===== config.mk =====
export PLATFORM = sky130hd
export DESIGN_NAME = alu_seq
export DESIGN_NICKNAME = d
export VERILOG_FILES = /design/src/rtl/alu_seq.sv
export SDC_FILE = /design/constraint.sdc
export NUM_CORES = 2
export LEC_CHECK = 0
export ABC_AREA = 1
export CAP_MARGIN = 5
export CORE_MARGIN = 2
export CORE_UTILIZATION = 49
export CTS_BUF_LIST = sky130_fd_sc_hd__clkbuf_8
export CTS_CLUSTER_SIZE = 16
export DETAILED_ROUTE_END_ITERATION = 10
export PLACE_DENSITY = 0.74
export REMOVE_ABC_BUFFERS = 1
export SYNTH_ARGS = -nofsm -noshare
export SYNTH_HDL_FRONTEND = slang
export SYNTH_SLANG_ARGS = --single-unit
export TNS_END_PERCENT = 30

===== constraint.sdc =====
create_clock -name i_clk -period 18.35 [get_ports i_clk]
set_input_delay 5.505 -clock i_clk [delete_from_list [all_inputs] [get_ports i_clk]]
set_output_delay 5.505 -clock i_clk [all_outputs]
set_load 0.01 [all_outputs]

===== src/rtl/alu_seq.sv =====
// alu_seq: registered ALU with single-cycle ops and an iterative
// shift-add multiplier that keeps the ALU busy for WIDTH cycles.
module alu_seq #(
  parameter int WIDTH = 64
) (
  input  logic             i_clk,
  input  logic             i_rst,
  input  logic             i_start,
  input  logic [WIDTH-1:0] i_a,
  input  logic [WIDTH-1:0] i_b,
  input  logic             i_cin,
  input  logic [3:0]       i_s,
  output logic [WIDTH-1:0] o_o,
  output logic [WIDTH-1:0] o_hi,
  output logic             o_cout,
  output logic             o_oflow,
  output logic             o_ntive,
  output logic             o_zero,
  output logic             o_busy,
  output logic             o_done
);

  localparam int SW = $clog2(WIDTH);
  localparam int M  = WIDTH - 1;
  localparam logic [SW-1:0] LAST = SW'(WIDTH - 1);

  typedef enum logic {IDLE, MUL} state_t;

  state_t           r_state;
  logic [SW-1:0]    r_cnt;
  logic [WIDTH-1:0] r_pa;
  logic [WIDTH-1:0] r_ph;
  logic [WIDTH-1:0] r_pl;
  logic [WIDTH-1:0] r_o;
  logic [WIDTH-1:0] r_hi;
  logic             r_cout;
  logic             r_oflow;
  logic             r_ntive;
  logic             r_zero;
  logic             r_busy;
  logic             r_done;

  logic [WIDTH:0]   w_add;
  logic [WIDTH:0]   w_sub;
  logic [SW-1:0]    w_sh;
  logic [WIDTH-1:0] w_res;
  logic             w_c;
  logic             w_v;
  logic [WIDTH:0]   w_sum;
  logic [WIDTH-1:0] w_nh;
  logic [WIDTH-1:0] w_nl;

  assign w_sh  = i_b[SW-1:0];
  assign w_add = {1'b0, i_a} + {1'b0, i_b}
               + {{WIDTH{1'b0}}, i_cin};
  assign w_sub = {1'b0, i_a} - {1'b0, i_b};

  // one shift-add step: add multiplicand if the low multiplier bit
  // is set, then shift {carry,hi,lo} right by one
  assign w_sum = {1'b0, r_ph}
               + (r_pl[0] ? {1'b0, r_pa} : '0);
  assign w_nh  = w_sum[WIDTH:1];
  assign w_nl  = {w_sum[0], r_pl[WIDTH-1:1]};

  // single-cycle result and carry/overflow from the live inputs
  always_comb begin
    w_res = '0;
    w_c   = 1'b0;
    w_v   = 1'b0;
    case (i_s)
      4'd0: begin
        w_res = w_add[M:0];
        w_c   = w_add[WIDTH];
        w_v   = (i_a[M] == i_b[M]) && (w_add[M] != i_a[M]);
      end
      4'd1: begin
        w_res = w_sub[M:0];
        w_c   = ~w_sub[WIDTH];
        w_v   = (i_a[M] != i_b[M]) && (w_sub[M] != i_a[M]);
      end
      4'd2:  w_res = i_a & i_b;
      4'd3:  w_res = i_a | i_b;
      4'd4:  w_res = i_a ^ i_b;
      4'd5:  w_res = ~i_a;
      4'd6:  w_res = i_a << w_sh;
      4'd7:  w_res = i_a >> w_sh;
      4'd8:  w_res = $signed(i_a) >>> w_sh;
      4'd10: w_res = i_b;
      4'd11: w_res = {{M{1'b0}}, $signed(i_a) < $signed(i_b)};
      default: w_res = '0;
    endcase
  end

  // control FSM plus all registered results and flags
  always_ff @(posedge i_clk or posedge i_rst) begin
    if (i_rst) begin
      r_state <= IDLE;
      r_cnt   <= '0;
      r_pa    <= '0;
      r_ph    <= '0;
      r_pl    <= '0;
      r_o     <= '0;
      r_hi    <= '0;
      r_cout  <= 1'b0;
      r_oflow <= 1'b0;
      r_ntive <= 1'b0;
      r_zero  <= 1'b0;
      r_busy  <= 1'b0;
      r_done  <= 1'b0;
    end else begin
      r_done <= 1'b0;
      case (r_state)
        IDLE: begin
          if (i_start) begin
            if (i_s == 4'd9) begin
              r_state <= MUL;
              r_busy  <= 1'b1;
              r_cnt   <= '0;
              r_pa    <= i_a;
              r_ph    <= '0;
              r_pl    <= i_b;
            end else begin
              r_o     <= w_res;
              r_hi    <= '0;
              r_cout  <= w_c;
              r_oflow <= w_v;
              r_ntive <= w_res[M];
              r_zero  <= (w_res == '0);
              r_done  <= 1'b1;
            end
          end
        end
        MUL: begin
          r_ph  <= w_nh;
          r_pl  <= w_nl;
          r_cnt <= r_cnt + 1'b1;
          if (r_cnt == LAST) begin
            r_state <= IDLE;
            r_busy  <= 1'b0;
            r_o     <= w_nl;
            r_hi    <= w_nh;
            r_cout  <= 1'b0;
            r_oflow <= 1'b0;
            r_ntive <= w_nh[M];
            r_zero  <= ({w_nh, w_nl} == '0);
            r_done  <= 1'b1;
          end
        end
        default: r_state <= IDLE;
      endcase
    end
  end

  assign o_o     = r_o;
  assign o_hi    = r_hi;
  assign o_cout  = r_cout;
  assign o_oflow = r_oflow;
  assign o_ntive = r_ntive;
  assign o_zero  = r_zero;
  assign o_busy  = r_busy;
  assign o_done  = r_done;

endmodule


Word-level counts from Yosys, hierarchy flattened
Index checks and enable logic that the tools add are counted.
- output and inout port bits: 134
- register bits after elaboration: 333
- logic and storage cells: 104
- bits of input ports: 136
- $add $sub $neg: 5
- $lt $le $gt $ge: 1
- bitwise gates (word level): 6
- muxes and demuxes: 47
- shift-type cells: 3
- reductions and logical operators: 9
- equality and inequality tests: 20
- operators by type and width (kind ; number):
    two-way mux 64 bit ; 11
    one-hot mux 64 bit (11 select lines) ; 1
    one-hot mux 64 bit (2 select lines) ; 4
    adder 64 x 64 -> 65 bit ; 2
    zero test 128 bit ; 1
    adder 65 x 1 -> 65 bit ; 1
    subtractor 64 x 64 -> 65 bit ; 1
    AND 64 bit ; 1
    zero test 64 bit ; 1
    less-than comparator 64 bit ; 1
    NOT 64 bit ; 1
    bitwise OR 64 bit ; 1
    << shifter 64 x 6 -> 64 bit ; 1
    right shift 64 x 6 -> 64 bit ; 1
    >>> shifter 64 x 6 -> 64 bit ; 1
    bitwise XOR 64 bit ; 1
    two-way mux 1 bit ; 19
    one-hot mux 1 bit (2 select lines) ; 9
    equality test 4 x 3 -> 1 bit, second input constant ; 4
    equality test 4 bit, second input constant ; 4
    two-way mux 6 bit ; 2
    one-hot mux 6 bit (2 select lines) ; 1
    AND reduction 3 bit ; 3
    equality test 4 x 2 -> 1 bit, second input constant ; 2
    other kinds (11) ; 17

Logic depth before layout (Yosys ltp)
- word-level depth: 8
- mapped depth: 30
- gate-level depth less buffers: 27

Worst setup path after synthesis
No wires, ideal clock.
- path type: input port to flip-flop
- from: input port i_b[3]
- to: register r_zero (netlist: o_zero)
- library setup time: 0.065 ns
- arrival time: 8.250 ns
- stages: 27
- data required time: 18.285 ns
- setup slack: 10.035 ns
- path buffers: 4
- cell sequence: buf_4 -> inv_2 -> buf_2 -> buf_1 -> ha_1 -> buf_2 -> nor2_1 -> nand3_1 -> nand3b_1 -> nand2_1 -> nand2_1 -> nand2_1 -> nand2_1 -> nand2_1 -> nand2_1 -> nand2_1 -> a21oi_1 -> nor2_1 -> nor2_1 -> nand2_1 -> nor2_1 -> nand2_1 -> nor2_1 -> nand2_1 -> nand2_1 -> nand2_1 -> nand2_1
- cells in the longest elaborated chain, start to end: 7
- elaborated cells between the ends (all ways): 15
- ends and longest elaborated chain (item ; line ; source):
    start, declared ; 10 ; input logic [WIDTH-1:0] i_b,
    adder 64 x 64 -> 65 bit ; 54 ; assign w_add = {1'b0, i_a} + {1'b0, i_b}
    adder 65 x 1 -> 65 bit ; 55 ; + {{WIDTH{1'b0}}, i_cin};
    one-hot mux 64 bit (11 select lines) * ; 70 ; case (i_s)
    zero test 64 bit * ; 128 ; r_zero <= (w_res == '0);
    two-way mux 1 bit * ; 115 ; if (i_s == 4'd9) begin
    two-way mux 1 bit * ; 114 ; if (i_start) begin
    one-hot mux 1 bit (2 select lines) * ; 112 ; case (r_state)
    end signal, assigned ; 128 ;
    end signal, assigned ; 145 ; r_zero <= ({w_nh, w_nl} == '0);
    end, declared ; 39 ; logic r_zero;
Every way passes the cells marked *; elsewhere a longest branch is shown, timed or not. The select of a mux whose other input is x is not followed.
A chain may end at the register's enable or synchronous reset.

Worst setup path in the final report
- from: input port i_s[1]
- to: register r_zero (netlist: o_zero)
- cells in the longest elaborated chain, start to end: 6
- elaborated cells between the ends (all ways): 19
- ends and longest elaborated chain (item ; line ; source):
    start, declared ; 12 ; input logic [3:0] i_s,
    equality test 4 bit (tied with other cells) ; 70 ;
    one-hot mux 64 bit (11 select lines) ; 70 ;
    zero test 64 bit ; 128 ;
    two-way mux 1 bit ; 115 ;
    two-way mux 1 bit ; 114 ;
    one-hot mux 1 bit (2 select lines) ; 112 ;
Parallel ways exist; a longest one is shown, timed or not. The select of a mux whose other input is x is not followed.

==> results.md <==
- First-pass iteration count of the detailed router: 9
- Worst r2r src: r_pl[0]$_DFFE_PP0P_
- CTS max path bufs: 3
- Crit-path cells: clkdlybuf4s50_1 > inv_1 > nand2_1 > nor2_1 > buf_4 > inv_1 > buf_4 > o22ai_1 > nor4_2 > o21ai_0 > a21oi_1 > nand2_1 > nor2_1 > nand2_1 > nor2_1 > nand2_1 > nor2_1 > nand2_1 > nand2_1 > nand2_1 > nand2_1
- Vias: 54.8k
- Primary FF master, synth: dfrtp_1
- Maxcap violations: 0
- Hold buffers post-CTS: 0
- PortBufs: 269
- Asr flop ratio synth: 1.00
- Tot GR Track Use: 0.504
- Detailed Route WL: 232000 um
- CP Launch Type: primary input
- Final GP Congestion: 1.20
- Cell count of the worst reg-to-reg path: 24
- Mapped Cells: 7523
- Chip Height: 298 um
- Htree depth: 2
- DRC viols: 0
- Flop-to-flop setup slack: 12.96 ns
- Worst Hold Endpoint: r_pa[45]$_DFFE_PP0P_
- DR iter-0 viols: 8041
- Worst Min Path Start: r_pa[45]$_DFFE_PP0P_
- Largest net degree at the start of global routing: 148
- Dpl hpwl: 187000 um
- Routed len/inst: 26.4 um
- Post-synth EDFFs: 0
- RSZ-0062 raised after global routing: no
- Leak: 25.0 nW
- Crit path max fanout: 34
- Critical Path Most Common Cell: nand2_1
- Fin crit share: 0.587
- Worst Max-Slew Pin Slew: 1.40 ns
- Number of library cell types mapped by synthesis: 51
- Sequential cell area fraction in the yosys report: 0.197
- Via count of the first global-routing pass: 50.6k
- Final setup viols: 0
- FP Rows: 107
- Critical Path AT: 11.38 ns
- Layout cell share with drive strength beyond 1: 0.0372
- Critical path type: in2reg
- Global-route wire length before repair: 331000 um
- # Post-CTS Setup Buffers: 0
- CTS tree: done
- Starting Density: 0.495
- Area Overhead vs Synth: 10.8%
- # nets final: 8000
- Clk slew on worst S/H paths: 0.07 ns
- Max Fclk: 92.9 MHz
- Worst path max stage delay: 0.85 ns
- Setup ws final: 7.58 ns
- Seq cells post-synth: 333
- Antenna viol nets, final: 0
- Yosys Warn Count: 0
- Overflow left after global routing: 0
- Syn Area/Cell: 5.62 sq um
- Peak supply drop: 0.0000954 V
- Dpl ws: 7.42 ns
- Via density: 6.23
- Clk_lat worst skew: 0.76 ns
- # IOs: 270
- Cell area power density: 96.0 mW/mm^2
- Worst Hold Class: reg2reg
- Max-slew violations: 0
- Hold path depth: 2
- Max_slew headroom: 0.0597
- Mapped Area: 0.0423 sq mm
- Core area: 0.0854 sq mm
- FILL cells: 8988
- Final Hold Viols: 0
- Clock Tree Root: clkbuf_8
- Crit path time final: 10.77 ns
- Post-CTS Resized: 0
- Setup TNS: 0 ns
- Data required time at the worst endpoint: 18.96 ns
- Worst-path cell with the longest stage delay: nor4_2
- Full die area: 0.0887 sq mm
- Outcome: complete, no violations
- Initial antenna violation count: 21
- Clock Sinks: 333
- Total CTS buffers: 56
- Worst Skew: 0.0847 ns
- Die Wd: 298 um
- CP endpoint kind: flop
- FF-to-FF End: o_zero$_DFFE_PP0P_
## where the power goes
part | switching [mW] | internal [mW]
Combinational | 1.65 | 0.847
Sequential | 0.214 | 1.03
Clock | 0.349 | 0.413
Total | 2.21 | 2.29
## cells in the mapped netlist (5+ instances only)
library cell  number  share of area
clkinv_1           5        0.00044
dfrtp_1          333           0.20
o211ai_1          69          0.012
or2_2             27         0.0040
nand4_1           83          0.012
nor2_2             5        0.00074
o22ai_1          100          0.015
xor2_1            18         0.0037
a21o_1            11         0.0020
clkbuf_1         152          0.013
o21ai_0          277          0.033
o21bai_1          27         0.0048
nand3_1         1155           0.14
ha_1             267          0.079
nor3_1            57         0.0067
nand2_2           35         0.0052
o21ai_1           17         0.0020
buf_6              7         0.0019
buf_1             42         0.0037
and2_1             8         0.0012
a21boi_0           6         0.0011
nand2_1         2546           0.23
nor2_1           662          0.059
nand3b_1          11         0.0020
clkbuf_2           5        0.00059
inv_2              8        0.00071
a211oi_1          14         0.0025
nor4_1            37         0.0055
o21a_1            12         0.0021
o221ai_1          85          0.018
a31oi_1           15         0.0022
inv_1            986          0.087
a21oi_1          263          0.031
buf_2            119          0.014
buf_4             10         0.0018
nand2_4           10         0.0027
xnor2_1           14         0.0029
## through the flow
stage          hold slack, ns  std cells  area, sq um  total power, mW   util
6_report                0.484       8794        46800             4.50  0.549
3_5_place_dp            0.473       8679        45600             3.63  0.533
5_1_grt                 0.507       8783        46800             4.74  0.548
2_1_floorplan           0.453       7187        40800             2.60      -
3_3_place_gp            0.465       8679        45500             3.57  0.533
4_1_cts                 0.488       8781        46800             4.40  0.548
## metal layers
layer | up-vias | part of all wire | track usage
met5 | - | 0.00022 | 0
met4 | 8 | 0.091 | 0.370
met3 | 980 | 0.14 | 0.154
met2 | 4125 | 0.41 | 0.751
met1 | 25100 | 0.36 | 0.613
li1 | 24600 | - | -
## cell type report
type | count | area [sq um] | area share
clock inverter | 26 | 218 | 0.00465
timing repair buffer | 348 | 3280 | 0.0699
multi-input combinational | 5854 | 28700 | 0.613
inverter | 1000 | 3780 | 0.0807
tap | 1144 | 1430 | 0.0306
sequential | 333 | 8340 | 0.178
clock buffer | 76 | 1050 | 0.0223
antenna | 13 | 32.5 | 0.000694
## worst max-delay path, delay by kind of cell
kind	cells	cell delay [ns]
simple gates	13	2.33
buf+inv	5	2.05
compound gates	3	1.42
## registers in the layout, summed over array words and instances, names as in the netlist
name	cells
o_hi	64
o_o	64
r_pa	64
r_ph	64
r_pl	64
r_cnt	6
o_busy	1
o_cout	1
o_done	1
o_ntive	1
o_oflow	1
o_zero	1
r_state	1
## how the worst max path moves through the flow
stage / startpoint / end / slack, ns / cells after the start
finish: i_s[1] / o_zero$_DFFE_PP0P_ / 7.58 / 21
floorplan: i_rst / o_busy$_DFFE_PP0P_ / 3.62 / 1
global route: i_s[1] / o_zero$_DFFE_PP0P_ / 7.71 / 21
global placement: i_s[1] / o_zero$_DFFE_PP0P_ / 6.72 / 21
detailed placement: i_s[1] / o_zero$_DFFE_PP0P_ / 7.42 / 21
CTS: i_s[1] / o_zero$_DFFE_PP0P_ / 8.10 / 21
## placed cells by master, fill, tap and decap left out, types with 15 or more instances in the layout
| cell | instances |
|---|---|
| a21oi_1 | 263 |
| a31oi_1 | 15 |
| buf_4 | 81 |
| clkbuf_8 | 76 |
| clkdlybuf4s50_1 | 263 |
| dfrtp_1 | 331 |
| ha_1 | 267 |
| inv_1 | 994 |
| nand2_1 | 2541 |
| nand2_2 | 39 |
| nand3_1 | 1155 |
| nand4_1 | 83 |
| nor2_1 | 660 |
| nor3_1 | 57 |
| nor4_1 | 36 |
| o211ai_1 | 69 |
| o21ai_0 | 277 |
| o21ai_1 | 17 |
| o21bai_1 | 27 |
| o221ai_1 | 85 |
| o22ai_1 | 100 |
| or2_2 | 27 |
| xor2_1 | 18 |
## cells by family (layout without fill, tap and decap cells)
kind of cell	Yosys count	after routing	synth area share
AO/OA/AOI/OAI	907	907	0.128
flip-flops	333	333	0.197
XOR/XNOR	32	32	0.00663
buffers and inverters	1336	1450	0.125
adder cells (fa/ha/maj)	271	271	0.0809
AND/OR/NAND/NOR	4644	4644	0.463
other	0	13	0
(Power assumes the default switching activity.)
